<file path="src/rtl/clk_div_bank.sv">
// Bank of independent runtime-programmable clock dividers with per-channel duty control.
// Config and enable changes take effect only at period boundaries, so outputs never glitch.
module clk_div_bank #(
  parameter int unsigned CHANNELS = 4,
  parameter int unsigned CNT_W    = 16,
  parameter int unsigned RST_N    = 2,
  parameter int unsigned RST_H    = 1
) (
  input  logic                      clk,
  input  logic                      rstn,
  input  logic [CHANNELS-1:0]       ch_en,
  input  logic [CHANNELS-1:0]       cfg_load,
  input  logic [CHANNELS*CNT_W-1:0] cfg_n,
  input  logic [CHANNELS*CNT_W-1:0] cfg_h,
  output logic [CHANNELS-1:0]       clk_div,
  output logic [CHANNELS-1:0]       tick,
  output logic [CHANNELS-1:0]       cfg_pending
);

  typedef enum logic [1:0] {IDLE, RUN, DRAIN} state_t;

  for (genvar i = 0; i < CHANNELS; i++) begin : g_ch
    state_t           st, st_nx;
    logic [CNT_W-1:0] cnt, cnt_nx;
    logic [CNT_W-1:0] n_act, h_act, n_act_nx, h_act_nx;
    logic [CNT_W-1:0] n_pnd, h_pnd, n_pnd_nx, h_pnd_nx;
    logic [CNT_W-1:0] n_src, h_src, last;
    logic             pnd_v, pnd_v_nx, src_v;
    logic             boundary, apply;
    logic             div_q, tick_q;

    // Next-state: config apply/capture, then counter and run state
    always_comb begin
      n_act_nx = n_act;
      h_act_nx = h_act;
      n_pnd_nx = n_pnd;
      h_pnd_nx = h_pnd;
      pnd_v_nx = pnd_v;
      st_nx    = st;
      cnt_nx   = cnt;

      // A strobe in the same cycle supersedes whatever is already pending
      n_src = cfg_load[i] ? cfg_n[i*CNT_W +: CNT_W] : n_pnd;
      h_src = cfg_load[i] ? cfg_h[i*CNT_W +: CNT_W] : h_pnd;
      src_v = cfg_load[i] | pnd_v;

      // Ratios of 0 and 1 are clamped to 2, so the last count is at least 1
      last     = (n_act < CNT_W'(2)) ? CNT_W'(1) : n_act - CNT_W'(1);
      boundary = (st != IDLE) && (cnt == last);
      apply    = (st == IDLE) || boundary;

      if (apply && src_v) begin
        n_act_nx = n_src;
        h_act_nx = h_src;
        pnd_v_nx = 1'b0;
      end else if (cfg_load[i]) begin
        n_pnd_nx = n_src;
        h_pnd_nx = h_src;
        pnd_v_nx = 1'b1;
      end

      case (st)
        IDLE: begin
          cnt_nx = '0;
          st_nx  = ch_en[i] ? RUN : IDLE;
        end
        RUN, DRAIN: begin
          if (boundary) begin
            cnt_nx = '0;
            st_nx  = ch_en[i] ? RUN : IDLE;
          end else begin
            cnt_nx = cnt + CNT_W'(1);
            st_nx  = ch_en[i] ? RUN : DRAIN;
          end
        end
        default: begin
          cnt_nx = '0;
          st_nx  = IDLE;
        end
      endcase
    end

    // State and outputs registered from next-state values
    always_ff @(posedge clk) begin
      if (!rstn) begin
        st     <= IDLE;
        cnt    <= '0;
        n_act  <= CNT_W'(RST_N);
        h_act  <= CNT_W'(RST_H);
        n_pnd  <= '0;
        h_pnd  <= '0;
        pnd_v  <= 1'b0;
        div_q  <= 1'b0;
        tick_q <= 1'b0;
      end else begin
        st     <= st_nx;
        cnt    <= cnt_nx;
        n_act  <= n_act_nx;
        h_act  <= h_act_nx;
        n_pnd  <= n_pnd_nx;
        h_pnd  <= h_pnd_nx;
        pnd_v  <= pnd_v_nx;
        div_q  <= (st_nx != IDLE) && (cnt_nx < h_act_nx);
        tick_q <= (st_nx != IDLE) && (cnt_nx == '0);
      end
    end

    assign clk_div[i]     = div_q;
    assign tick[i]        = tick_q;
    assign cfg_pending[i] = pnd_v;
  end

endmodule

</file>
<file path="config.mk">
export PLATFORM = sky130hd
export DESIGN_NAME = clk_div_bank
export DESIGN_NICKNAME = d
export VERILOG_FILES = /design/src/rtl/clk_div_bank.sv
export SDC_FILE = /design/constraint.sdc
export NUM_CORES = 1
export LEC_CHECK = 0
export ABC_AREA = 1
export BUFFER_PORTS_ARGS = -buffer_cell sky130_fd_sc_hd__buf_2
export CAP_MARGIN = 10
export CORE_ASPECT_RATIO = 0.5
export CORE_MARGIN = 5
export CORE_UTILIZATION = 37
export CTS_CLUSTER_SIZE = 30
export DETAILED_ROUTE_END_ITERATION = 6
export PLACE_DENSITY = 0.59
export SETUP_SLACK_MARGIN = 0.02
export SKIP_LAST_GASP = 1
export SLEW_MARGIN = 20
export SYNTH_ARGS = -nofsm -noshare
export SYNTH_HDL_FRONTEND = slang
export SYNTH_SLANG_ARGS = --single-unit
</file>
<file path="constraint.sdc">
create_clock -name clk -period 4.4 [get_ports clk]
set_input_delay 0.88 -clock clk [delete_from_list [all_inputs] [get_ports clk]]
set_output_delay 0.88 -clock clk [all_outputs]
set_load 0.005 [all_outputs]
</file>
==> reports/qor.yml, run 1 <==
status: "finished clean"
r2r_start: "g_ch[1].n_act[0]"
mostFrequentLayoutCell: "nand2_1"
fp.coreArea_sq_um: 50600
drt_pass1_iterations: 5
hold_path_class: "reg -> reg"
r2r_cells: 20
min-delay-start: "g_ch[3].n_pnd[13]"
finalSetupViolations: 0
drive_gt1_frac: 0.100
dieArea_sq_um: 56400
cts_sinks: 340
via_count: 17700
critPathCaptureType: "register"
drt-total-wl_um: 50800
synthArstFlopShare: 0
syn_nets: 3065
ys_ff_latch: 340
avgViaCountPerCell: 4.86
cts_resized: 0
place_hpwl_um: 38000
die_w_um: 331
fill_cells: 5386
avgSynthCellArea_sq_um: 6.68
grt_pass1_wl_um: 83100
route.detailed.drc: 0
grt-ovfl-total: 0
rows: 58
ir_drop_uv: 196
synth_edf_count: 0
cp.required_ns: 4.86
hold_path_end: "g_ch[3].n_pnd[13]"
path_class: "reg -> reg"
die_h_um: 170
syn-instance-count: 2851
syn_area_sq_um: 19100
initial_core_util: 0.377
clock-skew-final_ns: 0.0144
final_cell_mix: "nand2_1 (568), inv_1 (427), dfxtp_1 (340)"
synthToLayoutAreaGrowth_pct: 12.2
crit_arrival_ns: 4.34
power_density_nw_per_um2: 374
r2r_setup_slack_ns: 0.51
cts_buffer_depth: 3
path_clk_slew_ns: 0.07
synth_top_area_share: 0.357
dp.cells: 3577
drt_iter0_drc: 1108
cts_root_buffer: "clkbuf_16"
hold_viol: 0
cts_tree: "built"
grt_pass1_vias: 16600
ctsHoldBuffers: 0
fin_crit_ns: 3.89
synthFlopType: "dfxtp_1"
period_share: 0.883
grt_max_degree: 198
synthDistinctLibCells: 45
cts_setup_buffers: 0
yosys-top-cells-area: "dfxtp_1 (36%), nand2_1 (11%), inv_1 (8.4%)"
maxCapViolations: 0
fin_setup_tns_ns: 0
timing.slew.headroom: 0.397
synth_top_area_cell: "dfxtp_1"
grtUsageTotal: 0.177
place_congestion: 0.840
rr_endpoint: "g_ch[1].div_q"
max_freq_mhz: 257
grt_setup_unrepaired: "yes"
ys_seq_area_frac: 0.357
finalNetCount: 3139
wl_per_cell_um: 13.9
yosysWarningCount: 0
instances_no_fill: 3641
antenna_found_initial: 5
cp-start-kind: "register"
pin_count: 150
cp_max_fo: 15
port_buffers: 149
drv_slew: 0
worstMarginPinSlew_ns: 0.903
whs_path_depth: 2
cts_buffers: 36
clk_latency_ns: 0.53
leakage_nw: 10.2
htreeDepth: 2
drtAntennaViolNets: 0
[metrics by stage]
stage / utilization / worst slack (ns) / hold slack, ns / total power [mW] / area [sq um]
after global routing: 0.423 / -0.0152 / 0.471 / 8.47 / 21400
after floorplan: - / 1.06 / 0.424 / 4.59 / 19100
after detailed placement: 0.399 / 0.365 / 0.442 / 4.98 / 20200
after global placement: 0.399 / 0.470 / 0.434 / 4.96 / 20200
after CTS: 0.422 / 0.355 / 0.451 / 8.10 / 21400
final: 0.423 / 0.515 / 0.447 / 7.99 / 21400
[critical path: stages (launching register included)]
cell and delay [ns]:
dfxtp_1 0.31, inv_1 0.09, ha_1 0.19, nand3_1 0.25
o21ai_0 0.29, nand3_2 0.13, xor2_2 0.17, nand4_1 0.12
nor3_2 0.14, nand3_1 0.09, o21a_1 0.39, nand2_1 0.27
inv_1 0.08, ha_1 0.31, nand2_1 0.09, nor2_1 0.05
a211oi_1 0.18, o22ai_1 0.09, a2111oi_0 0.36, nand2_1 0.10
a21oi_1 0.11
[state kept, by name (all words and copies together) (netlist names)]
| name | cells |
|---|---|
| g_ch.cnt | 64 |
| g_ch.h_act | 64 |
| g_ch.h_pnd | 64 |
| g_ch.n_act | 64 |
| g_ch.n_pnd | 64 |
| g_ch.st | 8 |
| g_ch.div_q | 4 |
| g_ch.pnd_v | 4 |
| g_ch.tick_q | 4 |
[worst max-delay path by stage]
| stage | start | endpoint | slack [ns] | cells past startpoint |
|---|---|---|---|---|
| after global routing | g_ch[2].n_act[4] | g_ch[2].div_q | -0.02 | 25 |
| after detailed placement | g_ch[2].n_act[4] | g_ch[2].div_q | 0.36 | 23 |
| after floorplan | g_ch[1].n_act[0] | g_ch[1].div_q | 1.06 | 27 |
| after CTS | g_ch[2].n_act[4] | g_ch[2].div_q | 0.36 | 23 |
| final | g_ch[1].n_act[0] | g_ch[1].div_q | 0.51 | 20 |
| after global placement | g_ch[2].n_act[4] | g_ch[2].div_q | 0.47 | 25 |
[Yosys cell counts (3+ instances only)]
master and n:
a211oi_1 9, a21oi_1 197, a31oi_1 13, buf_1 3, buf_2 19, buf_4 15
buf_6 12, clkbuf_1 86, dfxtp_1 340, ha_1 76, inv_1 427, inv_2 8
nand2_1 568, nand2_2 15, nand2_4 3, nand3_1 129, nand3_2 4, nand3b_1 4
nand4_1 74, nor2_1 305, nor2_2 24, nor2_4 5, nor3_1 25, nor4_1 4
o211ai_1 72, o21ai_0 260, o21ai_1 68, o22ai_1 4, xor2_1 61
[report_power, final]
| group | switching, mW | internal [mW] |
|---|---|---|
| sequential | 0.110 | 3.29 |
| clock | 1.29 | 1.79 |
| combinational | 0.985 | 0.521 |
[final cells by class]
type | instances | area, sq um | area share
Clock inverter | 11 | 121 | 0.00568
Tap cell | 690 | 863 | 0.0404
Antenna cell | 1 | 2.50 | 0.000117
Clock buffer | 52 | 1050 | 0.0492
Multi-Input combinational cell | 1937 | 9940 | 0.465
Inverter | 439 | 1660 | 0.0775
Sequential cell | 340 | 6810 | 0.318
Timing Repair Buffer | 171 | 938 | 0.0439
[logic make-up (layout without fill, tap and decap cells)]
logic type	count (synthesis)	in the layout	synth area share
xor gates and xnor gates	64	64	0.0298
DFF	340	340	0.357
adders and majority gates	76	76	0.0499
and+or+nand+nor	1169	1169	0.263
buffers and inverters	574	673	0.122
AOI/OAI and AO/OA	628	628	0.178
other	0	1	0
[per-layer routing]
metal  track usage  routed length, um  up-vias
li1              -                  -     9373
met1         0.251              25400     8019
met2         0.287              22500      244
met3        0.0258               1880       60
met4        0.0379                993        2
met5             0                 11        -
No activity file was read; power rests on OpenSTA's default activity.
==> run 2: changes to the inputs <==
CORE_MARGIN = 2   (was 5)
SETUP_SLACK_MARGIN = unset   (was 0.02)
==> run 2 against run 1 <==
Compared with the run above: clock skew is 0.0033 ns higher; clock power increased by 3%; critical path type unchanged; sequential share of layout area fell by 0.071 points; total power is 1.3% higher; count of clock-buffer cells in the layout is 1 lower; critical path depth is 6 higher; fmax is 1.6% higher; utilization increased by 0.094 points; flip-flop and latch count is the same.
==> reports/qor.yml, run 2 (synthesis results as in run 1) <==
status: "finished clean"
drt-total-wl_um: 50500
ctsHoldBuffers: 0
route.detailed.drc: 0
finalNetCount: 3141
finalSetupViolations: 0
fin_crit_ns: 3.83
cts_buffer_depth: 3
mostFrequentLayoutCell: "nand2_1"
antenna_found_initial: 6
grt-ovfl-total: 0
clock-skew-final_ns: 0.0177
pin_count: 150
grtUsageTotal: 0.186
fp.coreArea_sq_um: 50600
final_cell_mix: "nand2_1 (568), inv_1 (427), dfxtp_1 (340)"
die_h_um: 164
htreeDepth: 2
grt_setup_unrepaired: "no"
dieArea_sq_um: 53400
fin_setup_tns_ns: 0
place_hpwl_um: 37900
hold_path_class: "reg -> reg"
path_clk_slew_ns: 0.06
cp_max_fo: 25
crit_arrival_ns: 4.30
cp-start-kind: "register"
die_w_um: 325
ir_drop_uv: 213
rows: 58
cts_tree: "built"
drt_iter0_drc: 1046
fin_ws_ns: 0.575
drt_pass1_iterations: 5
drv_slew: 0
pre_cts_slack_ns: 0.426
power_density_nw_per_um2: 378
avgViaCountPerCell: 4.83
port_buffers: 149
synthToLayoutAreaGrowth_pct: 12.4
drtAntennaViolNets: 0
grt_pass1_wl_um: 82100
cts_setup_buffers: 0
max_freq_mhz: 261
cp.required_ns: 4.87
period_share: 0.869
cts_resized: 0
path_class: "reg -> reg"
place_congestion: 0.872
maxCapViolations: 0
via_count: 17600
cts_sinks: 340
cts_buffers: 36
grt_max_degree: 137
drive_gt1_frac: 0.101
hold_viol: 0
critPathCaptureType: "register"
timing.slew.headroom: 0.351
grt_pass1_vias: 16300
cts_root_buffer: "clkbuf_16"
wl_per_cell_um: 13.9
dp.cells: 3579
leakage_nw: 10.3
instances_no_fill: 3647
worstMarginPinSlew_ns: 0.973
power_mw: 8.09
clk_latency_ns: 0.54
initial_core_util: 0.377
run 2: path summary, 6_finish.rpt:
kind / cells after the start / from / to / slack (ns)
min reg2reg: 2 / g_ch[1].n_pnd[14] / g_ch[1].n_pnd[14] / 0.45
min: 2 / g_ch[1].n_pnd[14] / g_ch[1].n_pnd[14] / 0.45
max reg2reg: 26 / g_ch[1].n_act[0] / g_ch[1].div_q / 0.57
max: 26 / g_ch[1].n_act[0] / g_ch[1].div_q / 0.57
run 2: layout make-up:
type	instances	area, sq um
sequential	340	6810
antenna	4	10.0
tap	690	863
clock buffer	51	1030
multi-input combinational	1937	9940
fill	5296	29200
clock inverter	13	175
inverter	439	1660
timing repair buffer	173	941
run 2: worst max-delay path: stages, from the launching register on:
cell,delay (ns)
dfxtp_1,0.31
inv_1,0.09
ha_1,0.20
nand3_2,0.17
nor2_4,0.19
nand2_1,0.07
nand2_1,0.09
nand3_1,0.07
nand2_1,0.10
nand2_1,0.05
nor2_1,0.14
nand2_1,0.06
nor2_1,0.14
nand2_1,0.08
nand2_2,0.12
nand2_2,0.09
inv_4,0.21
buf_4,0.24
o21ai_1,0.10
ha_1,0.20
a21oi_1,0.15
nor2_1,0.06
a211oi_1,0.20
o22ai_1,0.10
a2111oi_0,0.30
nand2_1,0.10
a21oi_1,0.12
run 2: power by group:
group	leakage [nW]	total [mW]	switching (mW)	internal, mW
Sequential	2.79	3.40	0.111	3.29
Clock	0.592	3.18	1.31	1.87
Combinational	6.89	1.51	0.987	0.520
run 2: per-layer routing:
metal / global-route usage / vias up / routed length [um]
met1: 0.260 / 7902 / 25400
li1: - / 9380 / -
met2: 0.301 / 254 / 22300
met3: 0.0265 / 61 / 1920
met4: 0.0457 / 0 / 937
met5: 0 / - / 0
run 2: metrics by stage:
step           hold slack (ns)  utilization  instance area (sq um)
3_5_place_dp             0.441        0.399                  20200
4_1_cts                  0.450        0.423                  21400
6_report                 0.446        0.424                  21400
3_3_place_gp             0.434        0.399                  20200
2_1_floorplan            0.424            -                  19100
5_1_grt                  0.461        0.424                  21400
==> run 3: changes to the inputs <==
clock period = 3.8 ns   (was 4.4 ns; I/O delays follow)
==> run 3 against run 2 <==
Compared with the run above: non-clock buffer count is 33 higher; fmax is 8.7% higher; utilization grew 0.98 points; clock skew is 0.0024 ns higher; critical path depth shrank 5; clock power is 19% higher; design area grew 2.3%; count of clock-buffer cells in the layout is 1 lower; cell count up 0.93%; die area is the same; worst hold slack better by 0.0012 ns; total power is 18% higher; critical path type unchanged; critical endpoint unchanged.
==> reports/qor.yml, run 3 (synthesis results as in run 1) <==
status: "finished clean"
clkPwrFrac: 0.396
avgViaCountPerCell: 4.84
period_share: 0.927
pin_count: 150
power_mw: 9.57
cpPeakStageDelay_ns: 0.37
cpMostUsedCell: "nand2_1"
drt-total-wl_um: 51600
initial_core_util: 0.377
worstMarginPinSlew_ns: 0.918
drtAntennaViolNets: 0
final_cell_mix: "nand2_1 (563), inv_1 (427), dfxtp_1 (340)"
route.detailed.drc: 0
synthToLayoutAreaGrowth_pct: 15.0
fin_crit_ns: 3.52
power_density_nw_per_um2: 436
max_freq_mhz: 284
seqPwrFrac: 0.412
path_clk_slew_ns: 0.07
hold_viol: 0
place_hpwl_um: 38600
final_util: 0.433
path_class: "reg -> reg"
dieArea_sq_um: 53400
swShare: 0.303
grt_setup_unrepaired: "yes"
timing.slew.headroom: 0.388
critPathBufInv: 2
crit_slowest_cell: "dfxtp_1"
clk_latency_ns: 0.55
cts_tree: "built"
cts_root_buffer: "clkbuf_16"
cts_sinks: 340
die_w_um: 325
rows: 58
drv_slew: 0
fill_cells: 5287
crit_arrival_ns: 4.00
drt_pass1_iterations: 5
ir_drop_uv: 236
wl_per_cell_um: 14.0
port_buffers: 149
fp.coreArea_sq_um: 50600
clock-skew-final_ns: 0.0201
comb_power_share: 0.192
drive_gt1_frac: 0.120
cp_max_fo: 12
critPathCaptureType: "register"
leakage_nw: 10.5
p_sw_mw: 2.90
cp-start-kind: "register"
drt_iter0_drc: 987
antenna_found_initial: 3
place_congestion: 0.896
finalSetupViolations: 0
crit_family: "simple AND/OR/NAND/NOR gates"
via_count: 17800
cts_buffers: 36
internal-power_mw: 6.67
mostFrequentLayoutCell: "nand2_1"
grtUsageTotal: 0.189
cts_buffer_depth: 3
ctsHoldBuffers: 0
die_h_um: 164
hold_path_class: "reg -> reg"
grt_pass1_vias: 16300
cp_cell_sequence: "nor2_2 -> nand2_1 -> nor2_4 -> buf_4 -> nand2_4 -> nand3_2 -> xor2_2 -> nand4_1 -> nor3_2 -> nand3_1 -> o21a_1 -> nand2_1 -> inv_1 -> ha_1 -> nand2_1 -> nor2_1 -> a211oi_1 -> o22ai_1 -> a2111oi_2 -> nand2_1 -> a21oi_1"
grt-ovfl-total: 0
maxCapViolations: 0
htreeDepth: 2
grt_pass1_wl_um: 83300
cp.required_ns: 4.28
finalNetCount: 3175
grt_max_degree: 159
-- run 3: what timing repair did --
| action | 4_1_cts | 5_1_grt |
|---|---|---|
| gates resized for setup | 0 | 50 |
| setup buffers | 0 | 3 |
| hold endpoints to repair | 0 | 0 |
| endpoints found under the setup margin | 0 | 4 |
-- run 3: worst paths after layout --
path,startpoint,slack (ns),cells after the start,to
worst max-delay path,g_ch[1].n_act[4],0.28,21,g_ch[1].div_q
worst min-delay path,g_ch[3].n_pnd[12],0.45,2,g_ch[3].n_pnd[12]
worst max register to register,g_ch[1].n_act[4],0.28,21,g_ch[1].div_q
worst min register to register,g_ch[3].n_pnd[12],0.45,2,g_ch[3].n_pnd[12]
-- run 3: routing by layer --
layer  wire, um  up-vias  GRT usage
met5          0        -          0
met4        760        0     0.0377
met3       1660       61     0.0270
met2      22700      220      0.308
met1      26500     8080      0.267
li1           -     9444          -
-- run 3: per-stage QoR --
| step | cells | TNS [ns] | cell area, sq um | hold slack, ns | setup slack, ns |
|---|---|---|---|---|---|
| 2_1_floorplan | 2851 | 0 | 19100 | 0.424 | 0.456 |
| 3_3_place_gp | 3609 | 0 | 20400 | 0.434 | 0.231 |
| 3_5_place_dp | 3609 | 0 | 20400 | 0.441 | 0.133 |
| 4_1_cts | 3675 | 0 | 21700 | 0.436 | 0.0979 |
| 5_1_grt | 3679 | -0.0243 | 21900 | 0.448 | -0.0243 |
| 6_report | 3681 | 0 | 21900 | 0.447 | 0.279 |
-- run 3: layout make-up --
| class | instances | area [sq um] | share of cell area |
|---|---|---|---|
| repair buffers | 206 | 1240 | 0.0565 |
| clock buffers | 50 | 1030 | 0.0472 |
| multi-input cells | 1938 | 10100 | 0.461 |
| diodes | 2 | 5.00 | 0.000228 |
| clock inverters | 16 | 211 | 0.00965 |
| flip-flops and latches | 340 | 6810 | 0.311 |
| well taps | 690 | 863 | 0.0394 |
| inverters | 439 | 1660 | 0.0756 |
-- run 3: power groups by stage --
stage | registers, mW | logic (mW) | clock network (mW)
after floorplan | 3.98 | 1.33 | 0
after global placement | 4.02 | 1.77 | 0
after detailed placement | 4.02 | 1.78 | 0
after CTS | 3.94 | 1.79 | 3.88
after global routing | 3.97 | 2.11 | 4.03
final | 3.94 | 1.83 | 3.79
-- run 3: worst register-to-register path: stages (launching register included) --
cell and delay (ns):
dfxtp_1 0.37, nor2_2 0.15, nand2_1 0.11, nor2_4 0.21, buf_4 0.16, nand2_4 0.11, nand3_2 0.11, xor2_2 0.15
nand4_1 0.11, nor3_2 0.15, nand3_1 0.10, o21a_1 0.29, nand2_1 0.21, inv_1 0.07, ha_1 0.31, nand2_1 0.10
nor2_1 0.05, a211oi_1 0.17, o22ai_1 0.11, a2111oi_2 0.22, nand2_1 0.08, a21oi_1 0.10
